### config.mk
export PLATFORM = sky130hd
export DESIGN_NAME = pipe_hazard_ctrl
export DESIGN_NICKNAME = d
export VERILOG_FILES = /design/src/rtl/pipe_hazard_ctrl.sv
export SDC_FILE = /design/constraint.sdc
export NUM_CORES = 1
export LEC_CHECK = 0
export BUFFER_PORTS_ARGS = -buffer_cell sky130_fd_sc_hd__buf_2
export CORE_MARGIN = 3
export CORE_UTILIZATION = 30
export DETAILED_ROUTE_END_ITERATION = 12
export PLACE_DENSITY = 0.55
export SLEW_MARGIN = 25
export SYNTH_ARGS = -nofsm -noshare
export SYNTH_HDL_FRONTEND = slang
export SYNTH_SLANG_ARGS = --single-unit
### constraint.sdc
create_clock -name clk -period 2.4 [get_ports clk]
set_input_delay 0.12 -clock clk [delete_from_list [all_inputs] [get_ports clk]]
set_output_delay 0.12 -clock clk [all_outputs]
set_load 0.005 [all_outputs]
### src/rtl/pipe_hazard_ctrl.sv
// Pipeline hazard controller: load-use stall, taken-branch flush and multicycle EX freeze.
// Optional stall-cycle performance counter enabled by defining HAZ_PERF_CNT_EN.
module pipe_hazard_ctrl #(
    parameter int unsigned MC_LATENCY = 4
) (
    input  logic       clk,
    input  logic       rst,
    input  logic [4:0] rs1_id,
    input  logic [4:0] rs2_id,
    input  logic       use_rs1,
    input  logic       use_rs2,
    input  logic [4:0] rd_ex,
    input  logic       memread_ex,
    input  logic       branch_taken_ex,
    input  logic       mc_start_ex,
    output logic       pc_write,
    output logic       if_id_write,
    output logic       if_id_flush,
    output logic       id_ex_write,
    output logic       id_ex_bubble,
    output logic       mc_busy,
    output logic       mc_done
`ifdef HAZ_PERF_CNT_EN
    ,
    output logic [15:0] stall_cycles
`endif
);

    typedef enum logic {
        RUN     = 1'b0,
        MC_BUSY = 1'b1
    } state_t;

    // The mc_start_ex cycle is the first stall cycle and the mc_cnt==0 cycle the last.
    localparam logic [3:0] MC_LOAD = 4'(MC_LATENCY - 2);

    state_t     state_q, state_d;
    logic [3:0] mc_cnt_q, mc_cnt_d;
    logic       load_use;

    assign load_use = memread_ex && (rd_ex != 5'd0) &&
                      ((use_rs1 && (rs1_id == rd_ex)) ||
                       (use_rs2 && (rs2_id == rd_ex)));

    always_ff @(posedge clk or posedge rst) begin
        if (rst) begin
            state_q  <= RUN;
            mc_cnt_q <= 4'd0;
        end else begin
            state_q  <= state_d;
            mc_cnt_q <= mc_cnt_d;
        end
    end

    // Outputs are gated by rst so the defaults appear as soon as reset asserts.
    always_comb begin
        state_d      = state_q;
        mc_cnt_d     = mc_cnt_q;
        pc_write     = 1'b1;
        if_id_write  = 1'b1;
        if_id_flush  = 1'b0;
        id_ex_write  = 1'b1;
        id_ex_bubble = 1'b0;
        mc_busy      = 1'b0;
        mc_done      = 1'b0;
        if (!rst) begin
            case (state_q)
                RUN: begin
                    if (branch_taken_ex) begin
                        if_id_flush  = 1'b1;
                        id_ex_bubble = 1'b1;
                    end else if (mc_start_ex) begin
                        pc_write    = 1'b0;
                        if_id_write = 1'b0;
                        id_ex_write = 1'b0;
                        mc_cnt_d    = MC_LOAD;
                        state_d     = MC_BUSY;
                    end else if (load_use) begin
                        pc_write     = 1'b0;
                        if_id_write  = 1'b0;
                        id_ex_bubble = 1'b1;
                    end
                end
                MC_BUSY: begin
                    pc_write    = 1'b0;
                    if_id_write = 1'b0;
                    id_ex_write = 1'b0;
                    mc_busy     = 1'b1;
                    if (mc_cnt_q == 4'd0) begin
                        mc_done = 1'b1;
                        state_d = RUN;
                    end else begin
                        mc_cnt_d = mc_cnt_q - 4'd1;
                    end
                end
                default: state_d = RUN;
            endcase
        end
    end

`ifdef HAZ_PERF_CNT_EN
    logic [15:0] stall_cnt_q;

    always_ff @(posedge clk or posedge rst) begin
        if (rst) begin
            stall_cnt_q <= 16'd0;
        end else if (!pc_write && (stall_cnt_q != 16'hFFFF)) begin
            stall_cnt_q <= stall_cnt_q + 16'd1;
        end
    end

    assign stall_cycles = stall_cnt_q;
`endif

endmodule

Word level (Yosys, flattened, before mapping)
Cells that the tools add are included.
{"block": "word_totals", "reg_bits": 5, "output_inout_bits": 7, "word_cells": 48}
{"block": "classes", "n_addsub": 1, "n_eq_ne": 5, "mux": 30, "bitwise": 2, "reduce_logical": 8}
{"operator": "1-bit two-way mux", "count": 23}
{"operator": "4-bit two-way mux", "count": 3}
{"operator": "5-bit == test", "count": 2}
{"operator": "4-bit case mux with 2 select lines", "count": 1}
{"operator": "2-bit inequality test (second input constant)", "count": 3}
{"operator": "1-bit case mux with 2 select lines", "count": 3}
{"operator": "5-bit nonzero test", "count": 1}
{"operator": "1-bit logical AND", "count": 4}
{"operator": "4-bit zero test", "count": 1}
{"operator": "4-bit AND reduction", "count": 1}
{"operator": "4-bit by 1-bit subtractor with 4-bit output (second input constant)", "count": 1}
{"operator": "1-bit inverter", "count": 2}
{"operator": "1-bit logical OR", "count": 1}

Logic depth before layout (Yosys ltp)
Gate-level depths: netlist (run 1).
{"block": "logic_depth", "word_depth": 9, "ltp_mapped": 6, "mapped_depth_nobuf": 6}

Worst setup path after synthesis (run 1)
Ideal clock, no wire load.
{"block": "synth_path", "kind": "reg2reg", "startpoint": "reg mc_cnt_q[0]", "endpoint": "reg mc_cnt_q[1]", "setup_ns": 0.125, "arrival_ns": 1.431, "setup_slack_ns": 0.845, "path_stages_with_launch": 6, "n_path_buf": 0, "path_cell_list": "dfrtp_1 inv_1 ha_1 nor3b_1 a21o_1 mux2_2"}
{"block": "synth_via", "elab_chain_len": 3}
{"item": "start, declared", "line_no": "38", "source": "logic [3:0] mc_cnt_q, mc_cnt_d;"}
{"item": "start signal, assigned", "line_no": "51", "source": "mc_cnt_q <= mc_cnt_d;"}
{"item": "4-bit by 1-bit subtractor with 4-bit output / 4-bit zero test (equally long branches)", "line_no": "93, 89"}
{"item": "4-bit two-way mux / 2-bit inequality test (equally long branches)"}
{"item": "4-bit case mux with 2 select lines / 4-bit AND reduction (equally long branches)"}
Parallel ways exist; a longest one is shown, timed or not. The select of a mux whose other input is x is not followed.
A chain may end at the register's enable or synchronous reset.

Worst setup path after layout (run 1)
Ends and elaborated chain as after synthesis.

==> flow_summary.ini, run 1 <==
[run_status]
status = completed

[placed_design]
gp_congestion = 0.6994
postPlaceCellArea_um2 = 620.6
dp.cells = 97
port_buffers = 28
dp_hpwl_um = 916.3

[layout]
final_cells = 102
final_nets = 111
fin_area_um2 = 656.9
diodes = 0
seq_area_um2 = 125.1
multi_input_comb_area_um2 = 325.3
drive_gt1_frac = 0.3908
area_growth_pct = 36.01
fillCellCount = 143

[grt]
grt_max_degree = 13
grt_pass1_vias = 460
grt_pass1_wl_um = 1800
antenna_found_initial = 0
grt_use_total = 0.1207
overflow = 0

[clock_network]
cts_made_buffers = 3
clock-sinks = 5
cts_tree = done
clkTransAtPathRegs_ns = 0.04
worstSkewPairLatency_ns = 0.24
htree_levels = 1
clock_path_buffers = 2
cts_root_buffer = clkbuf_4
cts-resized-gates = 0
cts_setup_buffers = 0

[logic_synthesis]
synth_top_area_frac = 0.2591
ys_types = 25
yosysSeqAreaShare = 0.2591
yosysWarnings = 0
synth-seq-cells = 5
syn-cell-area_um2 = 483.0
synth_cells = 56
synth.area.top_cells = dfrtp_1 26%, xnor2_1 18%, nand3b_1 6.2%
yosys.area.top_type = dfrtp_1
synth.avg_cell_area_um2 = 8.624
synth_nets = 79

[detailed_routing]
avgRoutedWirePerCell_um = 10.57
via_count = 486
drc = 0
first_pass_iters = 4
route.final.wire_length_um = 1078
postRouteAntennaNets = 0
via_per_inst = 4.765
drt_iter0_drc = 8

[timing]
tightest_slew_ns = 0.4273
slew_headroom = 0.7145
setup-tns-final_ns = 0
period_minus_slack_ns = 1.735
rsz0062_at_grt = no
fin_crit_sh = 0.7231
slew_viol_final = 0
finalClockSkew_ns = 0.001366
fmax_mhz = 576.3
hold_viol_final = 0
setup_viol_count_final = 0

[critical_path]
critical_path.max_fanout = 5
crit_type = reg -> reg
reg2regPathDepth = 5
reg2reg_from = mc_cnt_q[0]
r2r_slack_ns = 0.66
reg2reg_to = mc_cnt_q[1]
critPathArrivalTime_ns = 1.86
cp.required_ns = 2.52
worstSetupEndpointType = flip-flop
cp-start-kind = flip-flop

[floorplan]
die_area_um2 = 2128
coreArea_um2 = 1399
ios = 29
initial_core_util = 0.3453
die_h_um = 46.13
num_rows = 13
dieWidth_um = 46.13

[min_path]
holdPathEnd = state_q
hold_depth = 3
min_from = mc_start_ex
hold_path.class = in -> reg

[power_and_ir_drop]
power_w = 0.0004945
p_per_area_nw_per_um2 = 752.8
ir_drop_uv = 317.4
leakage_nw = 0.3205

[run]
maxCapViolCount = 0
[synth_stat cells]
| cell type | count |
|---|---|
| xnor2_1 | 10 |
| dfrtp_1 | 5 |
| nand2_1 | 5 |
| nand3b_1 | 4 |
| a21o_1 | 3 |
| inv_1 | 3 |
| nor3_1 | 3 |
| nand4_1 | 2 |
| nor2_1 | 2 |
| nor2b_1 | 2 |
| nor3b_1 | 2 |
| o211ai_1 | 2 |
| a21boi_1 | 1 |
| a21oi_1 | 1 |
| a22o_1 | 1 |
| and2_1 | 1 |
| buf_4 | 1 |
| clkbuf_8 | 1 |
| ha_1 | 1 |
| mux2_2 | 1 |
| nor4_1 | 1 |
| o21ai_1 | 1 |
| o21ai_2 | 1 |
| o22ai_1 | 1 |
| or4_4 | 1 |
[flip-flops by register name, summed over array words and instances, names as in the netlist]
register and cells:
mc_cnt_q 4, state_q 1
[cells in the final DEF (no fill, tap or decap), drive strengths merged]
| cell | instances |
|---|---|
| buf | 28 |
| xnor2 | 10 |
| nand2 | 5 |
| dfrtp | 5 |
| nand3b | 4 |
| clkbuf | 4 |
| inv | 3 |
| a21o | 3 |
| nor3 | 3 |
| nor3b | 2 |
| nor2b | 2 |
| nor2 | 2 |
| o211ai | 2 |
| nand4 | 2 |
| o21ai | 2 |
| and2 | 1 |
| a21oi | 1 |
| a22o | 1 |
| o22ai | 1 |
| or4 | 1 |
| nor4 | 1 |
| a21boi | 1 |
| mux2 | 1 |
| ha | 1 |
| dlygate4sd3 | 1 |
[power breakdown]
group	internal, W	switching [W]
clock network	0.0000627	0.0000323
registers	0.000126	0.0000561
logic	0.000124	0.0000928
total	0.000313	0.000181
[critical path, cell delays in order, from the launching register on]
cell,delay [ns]
dfrtp_1,0.41
inv_1,0.07
ha_1,0.17
nor3b_1,0.39
a21o_1,0.24
mux2_2,0.34
[logic make-up (layout without fill, tap and decap cells)]
logic type                 count (synthesis)  count (layout)  share of synthesized area
and+or+nand+nor                           23              23                     0.2798
AOI/OAI and AO/OA                         11              11                     0.1632
xor gates and xnor gates                  10              10                     0.1813
DFF                                        5               5                     0.2591
buffers and inverters                      5              36                    0.06736
adders and majority gates                  1               1                    0.02590
muxes                                      1               1                    0.02331
[final cells by class]
| cell class | instances | area share |
|---|---|---|
| Tap cell | 15 | 0.02857 |
| Inverter | 3 | 0.01714 |
| Timing Repair Buffer | 29 | 0.2286 |
| Sequential cell | 5 | 0.1905 |
| Clock buffer | 4 | 0.04000 |
| Multi-Input combinational cell | 46 | 0.4952 |
[routing by layer]
layer,vias up,wire (µm),track usage,part of all wire
met5,-,0,0,0
met4,0,17,0.06818,0.016
met3,2,90,0.04688,0.083
met2,19,499,0.1896,0.46
met1,206,471,0.1379,0.44
li1,259,-,-,-
[stage by stage]
stage | setup slack [ns] | hold slack [ns] | utilization
2_1_floorplan | 0.8448 | -0.09457 | -
3_3_place_gp | 0.7462 | 0.09930 | 0.4436
3_5_place_dp | 0.6576 | 0.1023 | 0.4436
4_1_cts | 0.6642 | 0.1583 | 0.4696
5_1_grt | 0.5015 | 0.1704 | 0.4696
6_report | 0.6647 | 0.1586 | 0.4696
[what timing repair did]
action                     CTS  global route
hold endpoints to repair     5             0
setup endpoints to repair    0             0
hold buffers                 1             0
[worst max path at each step]
stage | endpoint | start | slack (ns)
finish | mc_cnt_q[1] | mc_cnt_q[0] | 0.66
global route | mc_cnt_q[1] | mc_cnt_q[0] | 0.50
CTS | mc_cnt_q[1] | mc_cnt_q[0] | 0.66
detailed placement | mc_cnt_q[1] | mc_cnt_q[0] | 0.66
global placement | mc_cnt_q[1] | mc_cnt_q[0] | 0.75
floorplan | mc_cnt_q[1] | mc_cnt_q[0] | 0.84
Power figures use the tool's default switching activity.
==> run 2: changes to the inputs <==
clock period = 1.6 ns   (was 2.4 ns; I/O delays follow)
==> run 2 against run 1 <==
Global-route usage shrank 0.56 points. Utilization is 3.0 points higher. Setup slack lost 0.60 ns. First-iteration DRC count fell by 63%. Register-to-register slack worse by 0.51 ns. Routed wire length increased by 12%. Flip-flop and latch count unchanged. Critical path depth increased by 1. Clock skew up 0.0025 ns. Sequential share of layout area decreased by 1.2 points. Total power grew 65%.
==> flow_summary.ini, run 2 (synthesized netlist as in run 1, its figures left out) <==
[layout]
largestRegisters = mc_cnt_q (4), state_q (1)
fillCellCount = 147
largest_register_ffs = 4
final_common_cell = buf_2
final_util = 0.5000
regMostFlops = mc_cnt_q
diodes = 0
multi_input_comb_area_um2 = 330.3
area_growth_pct = 44.82
final_cells = 107
layout_common_cells = 28 x buf_2, 10 x xnor2_1, 5 x nand2_1, 5 x dfrtp_1, 5 x buf_4
final_nets = 116
seq_area_um2 = 125.1
drive_gt1_frac = 0.4348

[detailed_routing]
drt_iter0_drc = 3
avgRoutedWirePerCell_um = 11.29
via_per_inst = 4.738
route.final.wire_length_um = 1208
postRouteAntennaNets = 0
via_count = 507
first_pass_iters = 3
drc = 0

[floorplan]
dieWidth_um = 46.13
initial_core_util = 0.3453
num_rows = 13
ios = 29
die_area_um2 = 2128
coreArea_um2 = 1399
die_h_um = 46.13

[critical_path]
slowest_stage = dfrtp_1
cp.required_ns = 1.52
critPathTopFamily = flip-flops
worstSetupEndpointType = output port
slowest_delay_ns = 0.37
path_cells = inv_1 -> ha_1 -> nor3b_2 -> buf_4 -> and2_1 -> buf_2
crit_type = reg -> out
critPathArrivalTime_ns = 1.46
critical_path.max_fanout = 3
cp-start-kind = flip-flop
crit_buf_inv = 3

[timing]
setup_viol_count_final = 0
period_minus_slack_ns = 1.536
slew_headroom = 0.8257
fin_crit_sh = 0.9603
slew_viol_final = 0
hold_viol_final = 0
setup-tns-final_ns = 0
whs_ns = 0.1127
finalClockSkew_ns = 0.003899
tightest_slew_ns = 0.2605
fmax_mhz = 650.9

[grt]
antenna_found_initial = 0
grt_pass1_wl_um = 1780
grt_use_total = 0.1152
grt_max_degree = 8
grt_pass1_vias = 453
overflow = 0

[placed_design]
dp_hpwl_um = 968.4
gp_congestion = 0.7184
dp.cells = 102
port_buffers = 28

[clock_network]
cts_tree = done
clock_path_buffers = 2
cts_root_buffer = clkbuf_4
worstSkewPairLatency_ns = 0.24
cts_setup_buffers = 0
clkTransAtPathRegs_ns = 0.04
clock-sinks = 5
cts_made_buffers = 3
htree_levels = 1

[min_path]
hold_path.class = in -> reg

[power_and_ir_drop]
leakage_nw = 0.3455
ir_drop_uv = 476.8
p_per_area_nw_per_um2 = 1166
power_w = 0.0008154

[run]
maxCapViolCount = 0

[run_status]
status = completed
## run 2: cell count changes in the layout (fill, tap and decap cells not counted)
cell / before / now
buf_4: 0 / 5
nor3b_1: 2 / 1
nor3b_2: 0 / 1
## run 2: path summary, 6_finish.rpt
kind	startpoint	to	slack (ns)	cells past startpoint
setup / recovery	mc_cnt_q[1]	mc_done	0.06	6
hold / removal	mc_start_ex	state_q	0.11	3
setup reg to reg	mc_cnt_q[1]	mc_cnt_q[0]	0.15	7
hold reg to reg	mc_cnt_q[1]	mc_cnt_q[1]	0.53	1
max in group asynchronous	rst	mc_cnt_q[0]	1.01	3
min in group asynchronous	rst	state_q	0.37	3
## run 2: layout make-up
type                    instances  area share
repair buffers                 34      0.2683
inverters                       3     0.01610
clock buffers                   4     0.03757
well taps                      15     0.02683
flip-flops and latches          5      0.1789
multi-input cells              46      0.4723
## run 2: worst register-to-register path: cells and delay by family, from the launching register on
kind | cells | cell delay [ns]
buffers and inverters | 2 | 0.21
DFF | 1 | 0.37
AOI/OAI and AO/OA | 2 | 0.32
and+or+nand+nor | 2 | 0.26
adders and majority gates | 1 | 0.18
## run 2: per-layer routing
layer  track usage  share of wire  up-vias
met5             0              0        -
li1              -              -      269
met1        0.1402           0.45      219
met4       0.05114          0.014        0
met2        0.1813           0.47       17
met3       0.03906          0.064        2
## run 2: power by group
part,total [W],switching (W),internal [W]
sequential,0.000261,0.0000721,0.000189
clock,0.000144,0.0000496,0.0000942
combinational,0.000410,0.000175,0.000236
total,0.000815,0.000296,0.000519
## run 2: through the flow
stage | setup slack [ns] | area (µm²)
4_1_cts | 0.02648 | 694.4
3_5_place_dp | 0.1290 | 658.1
5_1_grt | -0.03660 | 699.4
6_report | 0.06359 | 699.4
3_3_place_gp | 0.1464 | 658.1
2_1_floorplan | 0.04480 | 483.0
## run 2: timing repair
action | in CTS | in global routing
setup endpoints to repair | 0 | 2
resized for setup | 0 | 1
hold buffers | 1 | 0
hold endpoints to repair | 5 | 0
==> run 3: changes to the inputs <==
CTS_BUF_LIST = sky130_fd_sc_hd__clkbuf_4   (was not set)
SETUP_SLACK_MARGIN = 0.1   (was not set)
==> run 3 against run 2 <==
Flip-flop and latch count did not move. Largest power group unchanged. Count of clock-buffer cells in the layout unchanged. Utilization increased by 2.1 points. Clock power up 14%. Sequential share of layout area shrank 0.54 points. Critical endpoint is now mc_cnt_q[1]. Register-to-register slack worse by 0.07 ns. Total power rose by 11%.
==> flow_summary.ini, run 3 (synthesized netlist as in run 1, its figures left out) <==
[timing]
tightest_slew_ns = 0.2529
rsz0062_at_grt = yes
slew_viol_final = 0
setup_viol_count_final = 0
fin_crit_sh = 0.9515
hold_viol_final = 0
fmax_mhz = 656.9
period_minus_slack_ns = 1.522
setup_ws_ns = 0.07761
finalClockSkew_ns = 0.0001847
slew_headroom = 0.8314
setup-tns-final_ns = 0

[grt]
grt_use_total = 0.1384
grt_max_degree = 9
grt_pass1_wl_um = 2014
overflow = 0
antenna_found_initial = 0
grt_pass1_vias = 503

[clock_network]
cts_made_buffers = 3
worstSkewPairLatency_ns = 0.24
cts_tree = done
clock_path_buffers = 2
clkTransAtPathRegs_ns = 0.04
htree_levels = 1
cts_root_buffer = clkbuf_4
clock-sinks = 5

[critical_path]
slowest_delay_ns = 0.38
crit_type = reg -> reg
endpoint = mc_cnt_q[1]
reg2regPathDepth = 5
critical_path.max_fanout = 4
path_cells = inv_1 -> ha_2 -> nor3b_4 -> a21o_1 -> mux2_4
reg2reg_from = mc_cnt_q[1]
cp-start-kind = flip-flop
crit_path_start = mc_cnt_q[1]
slowest_stage = dfrtp_1
critPathArrivalTime_ns = 1.65
worstSetupEndpointType = flip-flop
reg2reg_to = mc_cnt_q[1]
r2r_slack_ns = 0.08
cp.required_ns = 1.73

[detailed_routing]
via_per_inst = 4.861
via_count = 525
first_pass_iters = 2
drc = 0
route.final.wire_length_um = 1226
avgRoutedWirePerCell_um = 11.35
drt_iter0_drc = 1
postRouteAntennaNets = 0

[power_and_ir_drop]
p_seq_frac = 0.292
leakage_nw = 0.3625
netSwitchingFraction = 0.3541
switchingPower_w = 0.0003192
p_comb_frac = 0.526
internal_power_w = 0.0005822
ir_drop_uv = 478.1
p_clk_frac = 0.181
p_per_area_nw_per_um2 = 1238

[layout]
fillCellCount = 140
regMostFlops = mc_cnt_q
layout_common_cells = 28 x buf_2, 10 x xnor2_1, 6 x buf_4
final_util = 0.5206
drive_gt1_frac = 0.4839
seq_area_um2 = 126.4
multi_input_comb_area_um2 = 346.6
area_growth_pct = 50.78
largestRegisters = mc_cnt_q (4), state_q (1)
largest_register_ffs = 4
diodes = 0
final_nets = 117
final_common_cell = buf_2

[floorplan]
dieWidth_um = 46.13
num_rows = 13
die_area_um2 = 2128
ios = 29
initial_core_util = 0.3453
coreArea_um2 = 1399
die_h_um = 46.13

[placed_design]
dp_hpwl_um = 995.2
dp_slack_ns = 0.09874
gp_congestion = 0.7461
port_buffers = 28

[run_status]
status = completed

[min_path]
hold_path.class = in -> reg

[run]
maxCapViolCount = 0
[run 3: changes by cell type in the layout (fill, tap and decap cells not counted)]
cell / before / now
ha_1: 1 / 0
dfrtp_2: 0 / 1
mux2_4: 0 / 1
clkbuf_4: 3 / 4
nor3b_2: 1 / 0
ha_2: 0 / 1
clkbuf_1: 1 / 0
mux2_2: 1 / 0
nor3b_4: 0 / 1
buf_4: 5 / 6
dfrtp_1: 5 / 4
o21ai_1: 1 / 0
o21ai_2: 1 / 2
[run 3: repair_timing]
| action | CTS | global route |
|---|---|---|
| pin swaps | 0 | 3 |
| setup endpoints to repair | 1 | 5 |
| hold buffers | 1 | 0 |
| resized for setup | 1 | 4 |
| cloned | 0 | 0 |
| buffers inserted | 0 | 3 |
| hold endpoints to repair | 5 | 0 |
[run 3: metal layers]
metal / vias to the layer above / GRT usage / part of all wire
li1: 273 / - / -
met1: 226 / 0.1455 / 0.40
met2: 21 / 0.2225 / 0.48
met3: 5 / 0.06250 / 0.088
met4: 0 / 0.08523 / 0.031
met5: - / 0 / 0
[run 3: final cells by class]
type,instances,share of cell area
Tap cell,15,0.02577
Timing Repair Buffer,35,0.2680
Multi-Input combinational cell,46,0.4759
Inverter,3,0.01546
Sequential cell,5,0.1735
Clock buffer,4,0.04124
[run 3: worst max-delay path, delay by kind of cell, from the launching register on]
family / cells / cell delay, ns
mux: 1 / 0.31
simple gates: 1 / 0.24
fa+ha+maj: 1 / 0.18
buf+inv: 1 / 0.07
compound gates: 1 / 0.22
flops: 1 / 0.38
[run 3: how the worst min path moves through the flow]
stage / cells past startpoint / from / to
6_report: 3 / mc_start_ex / state_q
5_1_grt: 3 / mc_start_ex / state_q
4_1_cts: 3 / mc_start_ex / state_q
3_5_place_dp: 2 / rst / state_q
3_3_place_gp: 2 / rst / state_q
2_1_floorplan: 1 / rst / mc_cnt_q[0]
[run 3: metrics by stage]
stage	hold slack (ns)	power (W)	std cells	area, µm²
detailed placement	0.06365	0.0006560	100	648.1
global route	0.1293	0.0009941	108	728.2
finish	0.1134	0.0009014	108	728.2
global placement	0.05984	0.0006520	100	648.1
CTS	0.1121	0.0008439	105	694.4
floorplan	-0.1346	0.0005277	56	488.0
[run 3: power by group through the flow]
stage	Sequential, W	Clock [W]	Combinational (W)
floorplan	0.000240	0	0.000287
detailed placement	0.000258	0	0.000398
finish	0.000264	0.000164	0.000474
global placement	0.000257	0	0.000395
global route	0.000272	0.000188	0.000534
CTS	0.000264	0.000170	0.000410
